### config.mk
export PLATFORM = sky130hd
export DESIGN_NAME = serial_frame_rx
export DESIGN_NICKNAME = d
export VERILOG_FILES = /design/src/rtl/serial_rx_pkg.sv /design/src/rtl/rx_shift_reg.sv /design/src/rtl/serial_frame_rx.sv
export SDC_FILE = /design/constraint.sdc
export NUM_CORES = 1
export LEC_CHECK = 0
export ABC_CLOCK_PERIOD_IN_PS = 3600
export BUFFER_PORTS_ARGS = -buffer_cell sky130_fd_sc_hd__buf_2
export CAP_MARGIN = 15
export CELL_PAD_IN_SITES_DETAIL_PLACEMENT = 0
export CELL_PAD_IN_SITES_GLOBAL_PLACEMENT = 2
export CORE_ASPECT_RATIO = 0.6
export CORE_MARGIN = 8
export CORE_UTILIZATION = 25
export CTS_BUF_LIST = sky130_fd_sc_hd__clkbuf_4 sky130_fd_sc_hd__clkbuf_8
export DETAILED_ROUTE_END_ITERATION = 16
export PLACE_DENSITY = 0.56
export SETUP_SLACK_MARGIN = 0.05
export SLEW_MARGIN = 5
export SYNTH_ARGS = -nofsm -noshare
export SYNTH_HDL_FRONTEND = slang
export SYNTH_SLANG_ARGS = --single-unit
### constraint.sdc
create_clock -name clk -period 3.6 [get_ports clk]
set_input_delay 0 -clock clk [delete_from_list [all_inputs] [get_ports clk]]
set_output_delay 0 -clock clk [all_outputs]
set_load 0.02 [all_outputs]
### src/rtl/serial_rx_pkg.sv
// Shared types and constants for the serial frame receiver.
// State encoding plus the start/stop bit polarities.
package serial_rx_pkg;

  typedef enum logic [1:0] {
    IDLE = 2'd0,
    DATA = 2'd1,
    STOP = 2'd2
  } state_t;

  localparam logic START_BIT = 1'b0;
  localparam logic STOP_BIT  = 1'b1;

endpackage

### src/rtl/rx_shift_reg.sv
// Right-shift register for incoming serial data.
// New bits enter at the MSB so the first bit ends up at bit 0.
module rx_shift_reg #(
  parameter int W = 8
) (
  input  logic         clk,
  input  logic         clr,
  input  logic         en,
  input  logic         d,
  output logic [W-1:0] q
);

  // Clear has priority; otherwise shift one bit in on enable.
  always_ff @(posedge clk) begin
    if (clr) begin
      q <= '0;
    end else if (en) begin
      q <= {d, q[W-1:1]};
    end
  end

endmodule

### src/rtl/serial_frame_rx.sv
// Serial frame receiver: start bit, DATA_W bits LSB first, stop bit.
// Holds one word for a valid/ready consumer and flags errors.
module serial_frame_rx #(
  parameter int DATA_W = 8
) (
  input  logic              clk,
  input  logic              reset,
  input  logic              d_in,
  input  logic              bit_en,
  input  logic              out_ready,
  output logic [DATA_W-1:0] data_out,
  output logic              out_valid,
  output logic              frame_err,
  output logic              overrun,
  output logic              busy
);

  import serial_rx_pkg::*;

  localparam int CW = (DATA_W > 1) ? $clog2(DATA_W) : 1;
  localparam logic [CW-1:0] LAST = CW'(DATA_W - 1);

  state_t              state;
  logic [CW-1:0]       cnt;
  logic [DATA_W-1:0]   sr_q;
  logic                sr_en;

  assign sr_en = bit_en && (state == DATA);

  rx_shift_reg #(
    .W (DATA_W)
  ) u_sr (
    .clk (clk),
    .clr (reset),
    .en  (sr_en),
    .d   (d_in),
    .q   (sr_q)
  );

  // Frame FSM, bit counter and registered output/status flags.
  always_ff @(posedge clk) begin
    if (reset) begin
      state     <= IDLE;
      cnt       <= '0;
      data_out  <= '0;
      out_valid <= 1'b0;
      frame_err <= 1'b0;
      overrun   <= 1'b0;
      busy      <= 1'b0;
    end else begin
      frame_err <= 1'b0;
      overrun   <= 1'b0;
      if (out_valid && out_ready) begin
        out_valid <= 1'b0;
      end
      if (bit_en) begin
        unique case (state)
          IDLE: begin
            if (d_in == START_BIT) begin
              state <= DATA;
              cnt   <= '0;
              busy  <= 1'b1;
            end
          end
          DATA: begin
            if (cnt == LAST) begin
              state <= STOP;
            end else begin
              cnt <= cnt + CW'(1);
            end
          end
          STOP: begin
            state <= IDLE;
            busy  <= 1'b0;
            if (d_in == STOP_BIT) begin
              // A word still waiting with no consumer this edge wins.
              if (!out_valid || out_ready) begin
                data_out  <= sr_q;
                out_valid <= 1'b1;
              end else begin
                overrun <= 1'b1;
              end
            end else begin
              frame_err <= 1'b1;
            end
          end
          default: begin
            state <= IDLE;
            busy  <= 1'b0;
          end
        endcase
      end
    end
  end

endmodule

==> impl_metrics.yaml, run 1 <==
run_status:
  status: "finished, final reports clean"
detailed_routing:
  routed_wl_um: 2225
  drtIter0Drc: 36
  drt-pass1-iter-count: 4
  drcViolationCount: 0
  wl_per_cell_um: 13.09
  vias: 734
  ant_nets: 0
  viasPerCell: 4.318
sta:
  drv_slew: 0
  rsz0062_at_grt: "no"
  finClkSkew_ns: 0.003950
  period_needed_ns: 1.864
  hold_viol: 0
  timing.final.crit_share_pct: 51.77
  fmax_mhz: 536.6
  worst_pin_slew_ns: 0.8711
  setup_viol_count_final: 0
  setup-tns-final_ns: 0
  relSlewSlack_pct: 41.81
setup_path:
  critPathLaunchType: "register"
  cp_slowest_cell: "nor2b_1"
  end_kind: "register"
  crit_type: "reg2reg"
  slowest_delay_ns: 0.73
  critical_path_arrival_ns: 2.06
  worst-path-max-fanout: 15
  required_ns: 3.80
  crit_chain: "nand4b_1 > nor2b_1 > mux2i_1"
floorplanning:
  dieArea_mm2: 0.006559
  boundaryPins: 17
  die_h_um: 66.02
  core_mm2: 0.004054
  rows: 18
  start_util_pct: 25.71
  die_w_um: 99.36
global_routing:
  grt.total_usage_pct: 7.228
  grt_pass1_vias: 670
  grt_busiest_layer: "met1"
  antenna_found_initial: 0
  grtUsageMet2_pct: 8.160
  overflow: 0
  grt_use_met1_pct: 11.08
  grt_pass1_wl_um: 3691
  grtUsageMet3_pct: 3.151
  grt_max_degree: 33
cts:
  clk_latency_ns: 0.27
  h-tree-depth: 1
  cts_buffers: 3
  post_cts_buffers: 0
  clk_pin_slew_worst_paths_ns: 0.08
  cts_tree: "yes"
  root_buffer: "clkbuf_8"
  ctsLongestPathBuffers: 2
  clock-sinks: 25
synthesis:
  synth_nets: 113
  yosys.area_share.simple_pct: 24.85
  synth.area.top_cells: "dfxtp_1 (48%), nand2b_1 (11%), mux2i_1 (8.6%)"
  synth_top_family_by_area: "simple AND/OR/NAND/NOR gates"
  synth_ff_type: "dfxtp_1"
  seq_area_frac_synth_pct: 48.02
  synth_common_cells: "dfxtp_1 (25), nand2b_1 (18), a21oi_1 (9), mux2i_1 (9), nand2_1 (9)"
  synth.mux.area_fraction_pct: 10.08
  yosysMostFrequentCell: "dfxtp_1"
  syn_area_mm2: 0.001042
  syn_avg_cell_area_um2: 9.833
  yosys_warnings: 0
  synth_cells: 106
  async_flop_share_pct: 0
  synth_top_cell_by_area: "dfxtp_1"
  synthAdderAreaFrac_pct: 2.401
  synth_xor_area_share_pct: 0
  synth-seq-cells: 25
  synth_edf_count: 0
  synth_top_area_share_pct: 48.02
  netlist-cell-type-count: 26
  synth_compound_area_share_pct: 10.56
placed_design:
  port_buffers: 16
  place_congestion: 0.6848
  dp_hpwl_um: 1625
  place_inst: 165
  place_area_mm2: 0.001142
cells_and_area:
  n_antenna_cell: 0
  fin_cells: 170
  final_nets: 128
  drive_gt1_share_pct: 20.83
  area_delta_synth_final_pct: 15.01
  stdcell_area_mm2: 0.001199
  final_util_pct: 29.57
power_and_ir_drop:
  p_leak_nw: 0.4420
  vdd_drop_max_mv: 0.1344
  powerDensity_mw_per_mm2: 396.3
  power_mw: 0.4750
min_path:
  worstHoldPathType: "in2reg"
job:
  max-cap-violations: 0
## path summary, 6_finish.rpt
check | startpoint | end | slack (ns) | cells after the start
max | state[0] | data_out[4] | 1.74 | 3
min | bit_en | busy | 0.02 | 2
max reg2reg | state[0] | data_out[4] | 1.74 | 3
min reg2reg | u_sr.q[0] | u_sr.q[0] | 0.47 | 2
## registers in the layout, indices dropped and copies added, names as in the netlist
register   count
data_out       8
u_sr.q         8
cnt            3
state          2
busy           1
frame_err      1
out_valid      1
overrun        1
## power breakdown
part           switching [mW]  internal [mW]  leakage (nW)
logic                  0.0155         0.0113         0.215
registers             0.00440          0.279         0.202
clock network          0.0875         0.0773        0.0255
## final cells by class
class | instances | area (um^2)
Tap cell | 50 | 62.56
Sequential cell | 25 | 500.5
Timing Repair Buffer | 17 | 90.09
Multi-Input combinational cell | 74 | 499.2
Fill cell | 437 | 2855
Clock buffer | 3 | 41.29
Clock inverter | 1 | 5.005
## metal layers
| metal | wire [um] | vias up |
|---|---|---|
| li1 | - | 391 |
| met1 | 1304 | 328 |
| met2 | 761 | 13 |
| met3 | 127 | 2 |
| met4 | 31 | 0 |
| met5 | 0 | - |
## metrics by stage
stage / hold slack (ns) / setup WS [ns]
6_report: 0.02098 / 1.736
3_5_place_dp: 0.2416 / 1.748
3_3_place_gp: 0.2471 / 1.788
5_1_grt: 0.01606 / 1.596
4_1_cts: 0.01086 / 1.717
2_1_floorplan: 0.07647 / 2.319
## layout by cell type, fill, tap and decap left out
| cell | instances |
|---|---|
| clkbuf_8 | 3 |
| a21oi_1 | 9 |
| a31oi_1 | 1 |
| nor3_1 | 1 |
| nand3b_2 | 1 |
| a31oi_4 | 1 |
| buf_2 | 16 |
| nor4_1 | 1 |
| mux2_4 | 1 |
| nand2b_1 | 18 |
| nor2_1 | 4 |
| nor2b_2 | 1 |
| ha_1 | 2 |
| nor2b_1 | 2 |
| mux2i_1 | 9 |
| nor3_2 | 1 |
| nand2_1 | 9 |
| clkinv_2 | 1 |
| a211oi_1 | 1 |
| nand3_1 | 7 |
| dfxtp_1 | 25 |
| o21ai_0 | 1 |
| a22oi_1 | 1 |
| nand4b_1 | 1 |
| dlygate4sd3_1 | 1 |
| a22o_1 | 2 |
## repair_timing
action                    in CTS  in global routing
hold buffers                   1                  0
resized for setup              0                  0
hold endpoints to repair       1                  0
## cells by family after synthesis
kind of cell / after synthesis
multiplexers: 10
adder cells (fa/ha/maj): 2
flip-flops: 25
AO/OA/AOI/OAI: 16
buffers and inverters: 7
AND/OR/NAND/NOR: 46
## worst max-delay path, delay by kind of cell (launching register included)
family	cells	cell delay, ns
flip-flops	1	0.47
AND/OR/NAND/NOR	2	1.06
multiplexers	1	0.27
No activity file was read; power rests on OpenSTA's default activity.
==> run 2: changes to the inputs <==
Settings changed: ABC_CLOCK_PERIOD_IN_PS 3600 to 1500, PLACE_DENSITY 0.56 to 0.58.
Clock period 3.6 ns to 1.5 ns, I/O delays scaled along.
==> run 2 against run 1 <==
Clock power grew 140%; sequential power grew 140%; first-iteration DRC count shrank 56%; sequential cell count is the same; final cell count grew 2.4%; non-clock buffer count grew 4; clock-buffer cell count is the same; combinational power grew to 2.8 times the previous value.
==> impl_metrics.yaml, run 2 (synthesized netlist as in run 1, its figures left out) <==
detailed_routing:
  routed_wl_um: 2211
  drcViolationCount: 0
  viasPerCell: 4.402
  ant_nets: 0
  drt-pass1-iter-count: 4
  drtIter0Drc: 16
  wl_per_cell_um: 12.71
  vias: 766
cells_and_area:
  drive_gt1_share_pct: 23.39
  final_common_cell: "dfxtp_1"
  area_delta_synth_final_pct: 17.89
  most-common-layout-cells: "dfxtp_1 (25), nand2b_1 (18), buf_2 (16)"
  final_util_pct: 30.31
  reg_top3: "data_out x8, u_sr.q x8, cnt x3"
  n_antenna_cell: 0
  final_nets: 132
setup_path:
  critical_path_arrival_ns: 1.54
  slowest_delay_ns: 0.34
  cp_common_cell: "ha_1"
  crit_type: "reg2reg"
  cp_num_buf_inv: 0
  crit_cells: 5
  end_kind: "register"
  reg2regPathDepth: 5
  critPathLaunchType: "register"
  critPathTopFamily: "adder cells"
  required_ns: 1.66
  worst-path-max-fanout: 4
  crit_chain: "ha_1 > ha_1 > nand2_1 > a31oi_4 > mux2_4"
  r2r_setup_slack_ns: 0.12
  cp_slowest_cell: "dfxtp_1"
global_routing:
  antenna_found_initial: 0
  grt_pass1_wl_um: 3732
  grt_pass1_vias: 781
  overflow: 0
  grt_max_degree: 21
  grt.total_usage_pct: 7.140
sta:
  setup_viol_count_final: 0
  worst_pin_slew_ns: 0.3634
  timing.final.crit_share_pct: 92.10
  period_needed_ns: 1.381
  relSlewSlack_pct: 75.77
  hold_slack_ns: 0.02146
  drv_slew: 0
  fmax_mhz: 723.9
  finClkSkew_ns: 0.003648
  post-route-worst-setup-slack_ns: 0.1185
  rsz0062_at_grt: "no"
  hold_viol: 0
  setup-tns-final_ns: 0
cts:
  cts_tree: "yes"
  clk_pin_slew_worst_paths_ns: 0.09
  clock-sinks: 25
  root_buffer: "clkbuf_8"
  ctsLongestPathBuffers: 2
  clk_latency_ns: 0.27
  cts_buffers: 3
  h-tree-depth: 1
  cts_resized: 0
job:
  max-cap-violations: 0
power_and_ir_drop:
  clkPwrFrac_pct: 34.9
  combPwrFrac_pct: 6.4
  power.switching_mw: 0.2663
  switching_share_pct: 23.07
  p_int_mw: 0.8880
  power_frac_seq_pct: 58.7
  powerDensity_mw_per_mm2: 939.4
  p_leak_nw: 0.4623
  vdd_drop_max_mv: 0.3559
run_status:
  status: "finished, final reports clean"
floorplanning:
  die_w_um: 99.36
  boundaryPins: 17
  rows: 18
  start_util_pct: 25.71
  core_mm2: 0.004054
  die_h_um: 66.02
  dieArea_mm2: 0.006559
placed_design:
  place_congestion: 0.7409
  port_buffers: 16
  pre_cts_ws_ns: 0.1336
min_path:
  worstHoldPathType: "in2reg"
  whs_path_depth: 3
==> run 2: final timing paths <==
kind                                 from         to
worst max register to register     cnt[0]     cnt[0]
worst min register to register  u_sr.q[0]  u_sr.q[0]
worst min-delay path            out_ready    overrun
worst max-delay path               cnt[0]     cnt[0]
==> run 2: per-layer routing <==
layer  track usage [%]  up-vias  part of all wire [%]
met4             2.622        0                   1.2
met1             8.359      350                    51
met2             11.32       15                    41
met3             3.256        2                   6.7
li1                  -      399                     -
met5                 0        -                     0
==> run 2: layout make-up <==
cell class,instances,area (um^2)
Fill cell,430,2825
Sequential cell,25,500.5
Multi-Input combinational cell,74,499.2
Timing Repair Buffer,21,120.1
Tap cell,50,62.56
Clock buffer,3,41.29
Clock inverter,1,5.005
==> run 2: stage by stage <==
step / instance area [um^2] / power [mW] / instances
after CTS: 1229 / 1.176 / 174
after floorplan: 1042 / 0.7441 / 106
after global placement: 1172 / 0.7655 / 169
after global routing: 1229 / 1.212 / 174
final: 1229 / 1.154 / 174
after detailed placement: 1172 / 0.7658 / 169
==> run 2: repair_timing <==
action,CTS,global route
setup buffers,0,0
hold buffers,1,0
endpoints found under the setup margin,0,0
endpoints found under the hold margin,1,0
==> run 2: power by group through the flow <==
stage               registers, mW  logic (mW)  clock network [mW]
floorplan                   0.692      0.0521                   0
global placement            0.692      0.0731                   0
detailed placement          0.693      0.0732                   0
CTS                         0.677      0.0750               0.424
global route                0.679      0.0819               0.451
finish                      0.677      0.0741               0.403
==> run 2: worst min-delay path, stage by stage <==
cell	delay (ns)
buf_2	0.07
nand2b_1	0.13
nor3_1	0.05
==> run 3: changes to the inputs <==
Settings changed: GPL_TIMING_DRIVEN set to 0.
==> run 3 against run 2 <==
Clock-buffer cell count did not move; utilization increased by 0.49 points; die area is the same; critical path type unchanged.
==> impl_metrics.yaml, run 3 (synthesized netlist as in run 1, its figures left out) <==
run_status:
  status: "finished, final reports clean"
cells_and_area:
  multi_input_area_um2: 501.7
  final_util_pct: 30.80
  seq_area_um2: 500.5
  final_common_cell: "dfxtp_1"
  stdcell_area_mm2: 0.001249
  fill_cells: 432
  final_nets: 135
  reg_top3: "data_out x8, u_sr.q x8, cnt x3"
  n_antenna_cell: 0
  area_delta_synth_final_pct: 19.81
  most-common-layout-cells: "dfxtp_1 (25), nand2b_1 (18), buf_2 (16)"
  drive_gt1_share_pct: 22.83
floorplanning:
  die_h_um: 66.02
  core_mm2: 0.004054
  start_util_pct: 25.71
  die_w_um: 99.36
  dieArea_mm2: 0.006559
  rows: 18
  boundaryPins: 17
global_routing:
  overflow: 0
  antenna_found_initial: 0
  grt_busiest_layer: "met2"
  grt_pass1_wl_um: 3629
  grt.total_usage_pct: 7.140
  grt_max_degree: 15
  grtUsageMet3_pct: 3.256
  grt_pass1_vias: 722
  grt_use_met1_pct: 9.449
  grtUsageMet2_pct: 9.992
power_and_ir_drop:
  switching_share_pct: 23.53
  p_leak_nw: 0.4629
  p_int_mw: 0.8904
  vdd_drop_max_mv: 0.3622
  combPwrFrac_pct: 6.8
  clkPwrFrac_pct: 35.2
  power.switching_mw: 0.2740
  powerDensity_mw_per_mm2: 932.5
  power_frac_seq_pct: 58.0
placed_design:
  dp_hpwl_um: 1618
  port_buffers: 15
  place_congestion: 0.6804
  place_area_mm2: 0.001180
detailed_routing:
  ant_nets: 0
  wl_per_cell_um: 12.29
  routed_wl_um: 2175
  drcViolationCount: 0
  viasPerCell: 4.367
  vias: 773
  drt-pass1-iter-count: 4
  drtIter0Drc: 24
sta:
  setup_viol_count_final: 0
  timing.final.crit_share_pct: 88.33
  period_needed_ns: 1.325
  finClkSkew_ns: 0.004009
  hold_viol: 0
  setup-tns-final_ns: 0
  drv_slew: 0
  hold_slack_ns: 0.01377
  rsz0062_at_grt: "no"
  worst_pin_slew_ns: 0.4519
  fmax_mhz: 754.8
  relSlewSlack_pct: 69.88
cts:
  ctsLongestPathBuffers: 2
  cts_tree: "yes"
  post_cts_buffers: 0
  clock-sinks: 25
  clk_pin_slew_worst_paths_ns: 0.09
  clk_latency_ns: 0.27
  root_buffer: "clkbuf_8"
  cts_buffers: 3
  h-tree-depth: 1
setup_path:
  required_ns: 1.67
  crit_type: "reg2reg"
  critical_path_arrival_ns: 1.50
  end_kind: "register"
  critPathLaunchType: "register"
  worst-path-max-fanout: 4
job:
  max-cap-violations: 0
min_path:
  worstHoldPathType: "in2reg"
run 3: cell count changes in the layout (fill, tap and decap cells not counted), sizes merged:
cell	previous run	this run
dlygate4sd3	1	2
buf	20	19
clkbuf	3	6
run 3: worst paths after layout:
path / start / end / slack, ns / depth (start not counted)
setup reg to reg: cnt[0] / cnt[0] / 0.18 / 5
setup / recovery: cnt[0] / cnt[0] / 0.18 / 5
hold / removal: out_ready / overrun / 0.01 / 3
hold reg to reg: u_sr.q[0] / u_sr.q[0] / 0.46 / 2
run 3: what timing repair did:
item	in CTS	in global routing
setup endpoints to repair	0	1
hold endpoints to repair	2	0
resized for setup	0	1
hold buffers	2	0
run 3: through the flow:
| step | setup slack (ns) | cells | total power, mW |
|---|---|---|---|
| floorplan | 0.2188 | 106 | 0.7441 |
| global placement | 0.1275 | 171 | 0.7681 |
| finish | 0.1751 | 177 | 1.164 |
| detailed placement | 0.1333 | 171 | 0.7676 |
| global route | 0.09679 | 177 | 1.216 |
| CTS | 0.1124 | 177 | 1.186 |
run 3: per-layer routing:
metal / wire length [um] / vias to the layer above
li1: - / 405
met1: 1161 / 350
met2: 828 / 16
met3: 158 / 2
met4: 27 / 0
met5: 0 / -
run 3: final cells by class:
type                       instances  area share (%)
buffer                             7           3.407
clock buffer                       3           3.307
clock inverter                     1          0.4008
multi-input combinational         74           40.18
sequential                        25           40.08
tap                               50           5.010
timing repair buffer              17           7.615
run 3: worst max-delay path, stage by stage, from the launching register on:
cell	delay, ns
dfxtp_1	0.34
ha_1	0.20
ha_2	0.21
nand2_1	0.11
a31oi_4	0.10
mux2_4	0.26
run 3: power groups by stage:
stage	clock, mW	sequential (mW)	combinational (mW)
3_5_place_dp	0	0.690	0.0771
4_1_cts	0.430	0.675	0.0813
5_1_grt	0.452	0.677	0.0879
2_1_floorplan	0	0.692	0.0521
6_report	0.410	0.675	0.0796
3_3_place_gp	0	0.691	0.0773
